--- src/rtl/vga_timing_xga_split.sv ---
// Free-running 1024x768 VGA timing generator at a 64 MHz pixel clock.
// The beam position is kept in split form: x = x_hi*32 + x_lo and y = y_hi*48 + y_lo.
module vga_timing_xga_split #(
  parameter bit H_SYNC_POL = 1'b0,
  parameter bit V_SYNC_POL = 1'b0
) (
  input  logic       clk,
  input  logic       rst_n,
  output logic       hsync,
  output logic       vsync,
  output logic       blank,
  output logic [4:0] x_lo,
  output logic [5:0] x_hi,
  output logic [5:0] y_lo,
  output logic [4:0] y_hi,
  output logic       line_start,
  output logic       vblank_start
);

  logic [4:0] x_lo_n;
  logic [5:0] x_hi_n;
  logic [5:0] y_lo_n;
  logic [4:0] y_hi_n;
  logic       x_lo_end;
  logic       x_end;
  logic       y_lo_end;
  logic       y_end;
  logic       hsync_act;
  logic       vsync_act;
  logic       blank_n;
  logic       line_start_n;
  logic       vblank_start_n;

  assign x_lo_end = (x_lo == 5'd31);
  assign x_end    = x_lo_end && (x_hi == 6'd41);
  assign y_lo_end = (y_lo == 6'd47);
  assign y_end    = (y_hi == 5'd16) && (y_lo == 6'd37);

  always_comb begin
    x_lo_n = x_lo + 5'd1;
    x_hi_n = x_hi;
    y_lo_n = y_lo;
    y_hi_n = y_hi;
    if (x_end) begin
      x_hi_n = 6'd0;
      if (y_end) begin
        y_lo_n = 6'd0;
        y_hi_n = 5'd0;
      end else if (y_lo_end) begin
        y_lo_n = 6'd0;
        y_hi_n = y_hi + 5'd1;
      end else begin
        y_lo_n = y_lo + 6'd1;
      end
    end else if (x_lo_end) begin
      x_hi_n = x_hi + 6'd1;
    end
  end

  // Flags decode the next position so they line up with the registered counters.
  assign hsync_act      = ((x_hi_n == 6'd32) && (x_lo_n >= 5'd24)) ||
                          ((x_hi_n >= 6'd33) && (x_hi_n <= 6'd36));
  assign vsync_act      = (y_hi_n == 5'd16) && (y_lo_n >= 6'd3) && (y_lo_n <= 6'd8);
  assign blank_n        = (x_hi_n >= 6'd32) || (y_hi_n == 5'd16);
  assign line_start_n   = (x_hi_n == 6'd0) && (x_lo_n == 5'd0);
  assign vblank_start_n = line_start_n && (y_hi_n == 5'd16) && (y_lo_n == 6'd0);

  always_ff @(posedge clk) begin
    if (!rst_n) begin
      x_lo         <= 5'd0;
      x_hi         <= 6'd0;
      y_lo         <= 6'd0;
      y_hi         <= 5'd0;
      hsync        <= ~H_SYNC_POL;
      vsync        <= ~V_SYNC_POL;
      blank        <= 1'b0;
      line_start   <= 1'b1;
      vblank_start <= 1'b0;
    end else begin
      x_lo         <= x_lo_n;
      x_hi         <= x_hi_n;
      y_lo         <= y_lo_n;
      y_hi         <= y_hi_n;
      hsync        <= hsync_act ? H_SYNC_POL : ~H_SYNC_POL;
      vsync        <= vsync_act ? V_SYNC_POL : ~V_SYNC_POL;
      blank        <= blank_n;
      line_start   <= line_start_n;
      vblank_start <= vblank_start_n;
    end
  end

endmodule

--- config.mk ---
export PLATFORM = sky130hd
export DESIGN_NAME = vga_timing_xga_split
export DESIGN_NICKNAME = d
export VERILOG_FILES = /design/src/rtl/vga_timing_xga_split.sv
export SDC_FILE = /design/constraint.sdc
export NUM_CORES = 1
export LEC_CHECK = 0
export ABC_AREA = 1
export CAP_MARGIN = 20
export CORE_ASPECT_RATIO = 0.6
export CORE_MARGIN = 2
export CORE_UTILIZATION = 25
export CTS_BUF_LIST = sky130_fd_sc_hd__clkbuf_16
export CTS_CLUSTER_SIZE = 28
export DETAILED_ROUTE_END_ITERATION = 16
export PLACE_DENSITY = 0.53
export SYNTH_ARGS = -nofsm -noshare
export SYNTH_HDL_FRONTEND = slang
export SYNTH_SLANG_ARGS = --single-unit
export TNS_END_PERCENT = 10
--- constraint.sdc ---
create_clock -name clk -period 4.3 [get_ports clk]
set_clock_uncertainty 0.1 [all_clocks]
set_input_delay 0.43 -clock clk [delete_from_list [all_inputs] [get_ports clk]]
set_output_delay 0.43 -clock clk [all_outputs]
set_load 0.05 [all_outputs]
Yosys cells after proc, flatten, opt, wreduce, memory -nomap -nowiden

Index checks and enable logic that the tools add are counted.

Word-level logic and storage cells: 50
Register bits: 27

Multiplexer cells: 10
Eq/ne operators: 7
Reduce and logical (&&, ||, !) cells: 14
Add/subtract/negate cells: 4
Magnitude comparators: 6

Operators by type and width:

| kind                | count |
|---|---|
| $mux 6              | 5 |
| $eq 6x6->1 const B  | 4 |
| $eq 5x5->1 const B  | 3 |
| $mux 5              | 3 |
| $add 6x1->6 const B | 2 |
| $ge 6x6->1 const B  | 2 |
| $logic_not 6->1     | 2 |
| $add 5x1->5 const B | 2 |
| $logic_and 1x1->1   | 9 |
| $ge 6x2->1 const B  | 1 |
| $le 6x4->1 const B  | 1 |
| $le 6x6->1 const B  | 1 |
| $ge 5x5->1 const B  | 1 |
| $logic_not 5->1     | 1 |
| $logic_or 1x1->1    | 2 |
| $mux 1              | 2 |

Longest topological paths before layout

Gate-level depths: netlist of run 1.

Word-level depth: 8
Depth in mapped cells: 16

Worst setup path before layout of run 1

OpenSTA, ideal clock, no wires.

Path kind: register to register
From: register x_lo[0]
To: register vsync
Setup time: 114 ps
Clock period less this slack: 2512 ps
Stages on the path, launching flop included: 16
Data arrival time: 2298 ps
Slack: 1788 ps
Path buffers: 0
Required time: 4086 ps
Cell sequence: dfxtp_1 > ha_1 > nand2_1 > nor2_1 > ha_1 > nand2_2 > nor2_4 > nand2_4 > nor2_4 > nand2_1 > nand3_1 > nand2_1 > nor2_2 > nand2_2 > inv_1 > nand2_1

Longest elaborated chain between the ends: 7
Elaborated cells between the ends (all ways): 10
Those cells by class: order compare (2); eq/ne (2); mux (3); reduce/logical (3)

Ends and longest elaborated chain:

| element                                         | line | text |
|---|---|---|
| start: declaration                              | 12   | `output logic [4:0] x_lo,` |
| start signal: assignment                        | 80   | `x_lo <= x_lo_n;` |
| $eq 5x5->1 *                                    | 34   | `assign x_lo_end = (x_lo == 5'd31);` |
| $logic_and 1x1->1 *                             | 35   | `assign x_end = x_lo_end && (x_hi == 6'd41);` |
| $mux 6 / $mux 5 (equally long branches)         | 44   | `if (x_end) begin` |
| $ge 6x2->1 / $eq 5x5->1 (equally long branches) | 63   | `assign vsync_act = (y_hi_n == 5'd16) && (y_lo_n >= 6'd3) && (y_lo_n <= 6'd8);` |
| $logic_and 1x1->1                               | 63   |  |
| $logic_and 1x1->1 *                             | 63   |  |
| $mux 1 *                                        | 85   | `vsync <= vsync_act ? V_SYNC_POL : ~V_SYNC_POL;` |
| end signal: assignment                          | 75   | `vsync <= ~V_SYNC_POL;` |
| end signal: assignment                          | 85   |  |
| end: declaration                                | 10   | `output logic vsync,` |

Every way passes the cells marked *; elsewhere a longest branch is shown, timed or not.
A chain may end at the register's enable or synchronous reset.

Worst setup path after layout of run 1

Same ends and word-level chain as after synthesis.

==> results.md, run 1 <==
* PostCTS Resize Cnt at 0
* Crit Path Class: reg -> reg
* Combinational family with the most area after synthesis: simple AND/OR/NAND/NOR gates
* Fin crit share at 0.5880
* F_max at 0.3955 GHz
* Register area share after synthesis at 0.3509
* Fin crit period at 2.529 ns
* Num CTS Buffers at 3
* CP Data Arrival Time at 2.59 ns
* Final setup violation count at 0
* Global-route wire length before repair at 6520 um
* Postcts setup bufs at 0
* Fill count at 669
* Via density at 4.274
* Synth Area in Compound Gates at 0.05199
* Final nets at 267
* Final ANT Viol Nets at 0
* Worst Setup End Kind: register
* Wire length per cell at 11.34 um
* Vias in the first global route at 1301
* Total gr overflow at 0
* Crit path max fanout at 12
* Max-slew headroom at 0.5658
* Most frequent cells in the layout: 54 x nand2_1, 36 x nor2_1, 32 x inv_1
* Leak pwr at 0.8724 nW
* Port bufs at 28
* TritonCTS clock tree: built
* H-tree depth at 1
* Multiplexer share of the synthesized area at 0
* Drt first pass iters at 4
* Post-DP HPWL at 2999 um
* Mapped Cells at 226
* Die Height at 64.80 um
* Status: completed
* Worst setup SP type: register
* PwrDens at 252.1 nW/um2
* Flop-to-flop setup slack at 1.77 ns
* Hold slack at 0.3849 ns
* Syn nets at 237
* Largest net degree at the start of global routing at 21
* Die area at 6825 um2
* Xor/xnor share of the synthesized area at 0.02843
* Clock Pin Slew Worst Setup and Hold Paths at 0.07 ns
* VDD IR max at 104.8 uV
* Max-slew violation count at 0
* Worst Tran Pin Value at 0.6506 ns
* Wirelength, routed at 3844 um
* Final hold vios at 0
* Commonest non-fill, non-tap cell in the layout: nand2_1
* Max_cap viols at 0
* Layout cells sized above 1 at 0.07843
* Diode count at 0
* Count of cell types in the netlist at 29
* Initial antenna violation count at 0
* CTS Root Cell: clkbuf_16
* Initial core utilization at 0.2555
* Post-CTS Hold Buffers at 0
* Mean Syn Cell Area at 6.815 um2
* Core area at 6028 um2
* Worst Path Required at 4.36 ns
* Hold Crit Class: reg -> reg
* Post-route setup slack at 1.771 ns
* Io pins at 29
* Via count at 1449
* Cell row count at 22
* Starting DRT DRC Count at 111
* CTS sink count at 27
* Unrepaired setup endpoints after global routing: false
* Simple-gate share of the synthesized area at 0.3981
* Area growth syn-to-layout at 29.00%
* Routability cong. at 0.8421
* Mapped Area at 1540 um2
* Die width at 105.3 um
* Setup TNS at 0 ns
* Core Util, Final at 0.3296
* Warnings from Yosys at 0
* Post-place setup slack at 1.781 ns
* Post-synthesis adder-cell area fraction at 0.07311
* Remaining DRCs at 0
* Gr usage total at 0.1204
* Worst-Skew Late Latency at 0.26 ns
* CTS max path bufs at 2
* Synthesis-stage register bit count at 27
## logic make-up (layout without fill, tap and decap cells)
| group | count (synthesis) | in the layout |
|---|---|---|
| AO/OA/AOI/OAI | 13 | 13 |
| adder cells (fa/ha/maj) | 9 | 9 |
| buffers and inverters | 38 | 67 |
| AND/OR/NAND/NOR | 134 | 134 |
| XOR/XNOR | 5 | 5 |
| flip-flops | 27 | 27 |
## worst max-delay path, stage by stage, from the launching register on
cell     delay (ns)
dfxtp_1        0.40
ha_1           0.20
nand2_1        0.05
nor2_1         0.09
ha_1           0.30
nand4_1        0.18
nor2_4         0.28
nand3_1        0.25
nand3_1        0.18
nand2_1        0.07
nor2_2         0.13
nand2_2        0.07
inv_1          0.05
nand2_1        0.04
## path summary, 6_finish.rpt
check | from | end | depth (start not counted)
max reg2reg | x_lo[0]$_SDFF_PN0_ | vsync$_SDFF_PN1_ | 13
max | x_lo[0]$_SDFF_PN0_ | vsync$_SDFF_PN1_ | 13
min | x_lo[0]$_SDFF_PN0_ | x_lo[0]$_SDFF_PN0_ | 1
min reg2reg | x_lo[0]$_SDFF_PN0_ | x_lo[0]$_SDFF_PN0_ | 1
## layer usage
layer / global-route usage / up-vias / part of all wire
met5: 0 / - / 0
met2: 0.1581 / 31 / 0.38
met3: 0.03421 / 4 / 0.056
li1: - / 773 / -
met1: 0.1877 / 641 / 0.56
met4: 0.02500 / 0 / 0.0062
## cells in the mapped netlist
library cell  instances  area (um2)
nand2_4               1       11.26
nand3_1              22       110.1
xnor2_1               1       8.760
nor2_4                4       45.04
nor3_1                2       10.01
o21ai_0               4       20.02
nor2_2                3       18.77
dfxtp_1              27       540.5
a31oi_1               1       6.260
buf_1                 1       3.750
nand2_1              54       202.7
a21oi_2               1       8.760
nand2_2               2       12.51
nor4_1                1       6.260
inv_1                32       120.1
o21ai_1               1       5.000
o21ai_2               1       8.760
xor2_1                4       35.03
nand3_2               1       10.01
nor2_1               36       135.1
o21bai_1              1       7.510
buf_6                 1       11.26
nand3b_1              1       7.510
o2111ai_1             1       8.760
nand4_1               7       43.79
clkbuf_1              1       3.750
a21oi_1               3       15.01
inv_2                 3       11.26
ha_1                  9       112.6
## where the power goes
part           internal [W]  total (W)  switching [W]
sequential         0.000253   0.000256     0.00000296
clock              0.000126   0.000216      0.0000904
combinational    0.00000901  0.0000288      0.0000197
total              0.000388   0.000501       0.000113
## layout make-up
cell class	instances	area (um2)	share of cell area
clock inverters	1	5.005	0.002519
multi-input cells	161	849.6	0.4276
repair buffers	28	280.3	0.1411
clock buffers	3	75.07	0.03778
flip-flops and latches	27	540.5	0.2720
inverters	35	131.4	0.06612
well taps	84	105.1	0.05290
## registers in the layout, summed over array words and instances (netlist names)
name / cells
y_hi: 5
vblank_start: 1
blank: 1
x_lo: 5
line_start: 1
x_hi: 6
hsync: 1
y_lo: 6
vsync: 1
## per-stage QoR
step / cell area, um2 / total power (W) / std cells
6_report: 1987 / 0.0005008 / 339
5_1_grt: 1987 / 0.0005252 / 339
4_1_cts: 1987 / 0.0005092 / 339
3_5_place_dp: 1907 / 0.0002906 / 335
3_3_place_gp: 1907 / 0.0002912 / 335
2_1_floorplan: 1540 / 0.0002804 / 226
Note: power is estimated with default switching activity, not from simulation.
==> inputs of run 2 (changes only) <==
clock period = 2.34 ns   (was 4.3 ns; I/O delays follow)
==> run 2 against run 1 <==
Wire length increased by 14%. Worst hold slack better by 0.063 ns. Core utilization up 3.5 points. Via count rose by 4.8%. First-iteration DRC count increased by 14%. Critical endpoint unchanged.
==> results.md, run 2 (synthesis gave the netlist of run 1 again) <==
* Status: completed
* CTS Root Cell: clkbuf_16
* CP Data Arrival Time at 2.24 ns (-0.35 ns)
* Port bufs at 28 (unchanged)
* Die area at 6825 um2 (unchanged)
* Final nets at 285 (+6.7%)
* Leak pwr at 0.9643 nW (+11%)
* Crit Path Class: reg -> reg
* H-tree depth at 1 (unchanged)
* Hold Crit Class: reg -> reg
* Gr usage total at 0.1275 (+0.007097)
* Final instance area at 2198 um2 (+11%)
* Final setup violation count at 0 (unchanged)
* Vias in the first global route at 1339 (+2.9%)
* CTS max path bufs at 2 (unchanged)
* Fin crit period at 2.178 ns (-0.3502 ns)
* Largest net degree at the start of global routing at 17 (-19%)
* R2r endpoint: vsync$_SDFF_PN1_
* Max-slew headroom at 0.6487 (+0.08294)
* Commonest non-fill, non-tap cell in the layout: nand2_1
* Via density at 4.255 (-0.45%)
* Die Height at 64.80 um (unchanged)
* Worst-Skew Late Latency at 0.27 ns (about the same)
* Layout cells sized above 1 at 0.1832 (+0.1047)
* Fin crit share at 0.9309 (+0.3429)
* Placed cells at 343 (+2.4%)
* Initial core utilization at 0.2555 (unchanged)
* Wirelength, routed at 4372 um (+14%)
* Max-slew violation count at 0 (unchanged)
* Max_cap viols at 0 (unchanged)
* Remaining DRCs at 0 (unchanged)
* Worst Tran Pin Value at 0.5253 ns (-0.1253 ns)
* Area growth syn-to-layout at 42.73%
* Die width at 105.3 um (unchanged)
* Unrepaired setup endpoints after global routing: false
* PwrDens at 426.5 nW/um2 (+69%)
* Worst Setup End Kind: register
* Starting DRT DRC Count at 127 (+14%)
* Cells on worst reg2reg path at 14 (+1)
* Total gr overflow at 0 (unchanged)
* VDD IR max at 311.6 uV (+200%)
* Flop-to-flop setup slack at 0.16 ns (-1.61 ns)
* Hold Path End: y_lo[4]$_SDFF_PN0_
* Hold Path Depth at 2 (+1)
* Routability cong. at 0.8493 (+0.86%)
* Placed inst area at 1969 um2 (+3.3%)
* Top flop regs: x_hi: 6 flops, y_lo: 6 flops
* Cell row count at 22 (unchanged)
* TritonCTS clock tree: built
* HP Start: y_lo[4]$_SDFF_PN0_
* F_max at 0.4591 GHz (+16%)
* CTS sink count at 27 (unchanged)
* Worst Path Required at 2.40 ns (-1.96 ns)
* Final cell count without fillers at 357 (+5.3%)
* Global-route wire length before repair at 6734 um (+3.3%)
* Fill count at 648 (-3.1%)
* Final hold vios at 0 (unchanged)
* Clock Pin Slew Worst Setup and Hold Paths at 0.07 ns (about the same)
* Crit path max fanout at 7 (-5)
* Io pins at 29 (unchanged)
* Setup TNS at 0 ns (unchanged)
* Wire length per cell at 12.25 um (+8.0%)
* Worst R2R Start: x_lo[0]$_SDFF_PN0_
* Diode count at 0 (unchanged)
* Core area at 6028 um2 (unchanged)
* Most frequent cells in the layout: 52 x nand2_1, 34 x nor2_1, 31 x inv_1
* Drt first pass iters at 4 (unchanged)
* Via count at 1519 (+4.8%)
* Num CTS Buffers at 3 (unchanged)
* Initial antenna violation count at 0 (unchanged)
* Final ANT Viol Nets at 0 (unchanged)
* Worst setup SP type: register
* Post-DP HPWL at 3216 um (+7.2%)
run 2: cell types whose count changed in the layout (fill, tap and decap cells not counted), sizes merged:
| cell | delta |
|---|---|
| clkinvlp | +1 |
| buf | +18 |
| clkinv | -1 |
run 2: timing repair:
action                     4_1_cts  5_1_grt
setup endpoints to repair        0        4
hold buffers                     0        0
gates resized for setup          0       19
setup buffers                    0       10
run 2: through the flow:
step,setup slack [ns],hold slack [ns],total power [W],utilization
global placement,0.1515,0.3332,0.0005386,0.3267
finish,0.1616,0.4484,0.0009375,0.3647
global route,0.01211,0.4683,0.0009761,0.3647
CTS,0.08440,0.3557,0.0009428,0.3404
detailed placement,0.1168,0.3419,0.0005383,0.3267
floorplan,0.03496,0.2102,0.0005161,-
run 2: critical path, stage by stage, from the launching register on:
cell and delay [ns]:
dfxtp_4 0.37, ha_4 0.14, nand2_2 0.06, nor2_4 0.13, ha_4 0.15, nand4_1 0.14, nor2_4 0.28, buf_6 0.15
nor2_1 0.04, a21oi_2 0.13, nand2_1 0.09, nor2_2 0.14, nand2_2 0.08, inv_2 0.05, nand2_1 0.04
run 2: how the worst max path moves through the flow:
stage / startpoint / to / depth (start not counted)
final: x_lo[0]$_SDFF_PN0_ / vsync$_SDFF_PN1_ / 14
after global routing: x_lo[0]$_SDFF_PN0_ / vsync$_SDFF_PN1_ / 14
after detailed placement: x_lo[0]$_SDFF_PN0_ / vsync$_SDFF_PN1_ / 15
after CTS: x_lo[0]$_SDFF_PN0_ / vblank_start$_SDFF_PN0_ / 12
after floorplan: x_lo[0]$_SDFF_PN0_ / vsync$_SDFF_PN1_ / 15
after global placement: x_lo[0]$_SDFF_PN0_ / vsync$_SDFF_PN1_ / 15
run 2: per-layer routing:
layer	vias up	share of wire	GRT usage
met3	2	0.083	0.03722
met4	0	0.0034	0.02000
met2	42	0.36	0.1556
met1	670	0.55	0.2096
met5	-	0	0
li1	805	-	-
run 2: where the power goes:
group          switching, W  internal (W)
clock              0.000171      0.000233
sequential       0.00000643      0.000465
combinational     0.0000397     0.0000231
run 2: layout make-up:
cell class	count	area (um2)	area share
sequential	27	548.0	0.2493
timing repair buffer	46	420.4	0.1912
clock inverter	1	7.507	0.003415
inverter	35	131.4	0.05976
multi-input combinational	161	910.9	0.4143
clock buffer	3	75.07	0.03415
tap	84	105.1	0.04781
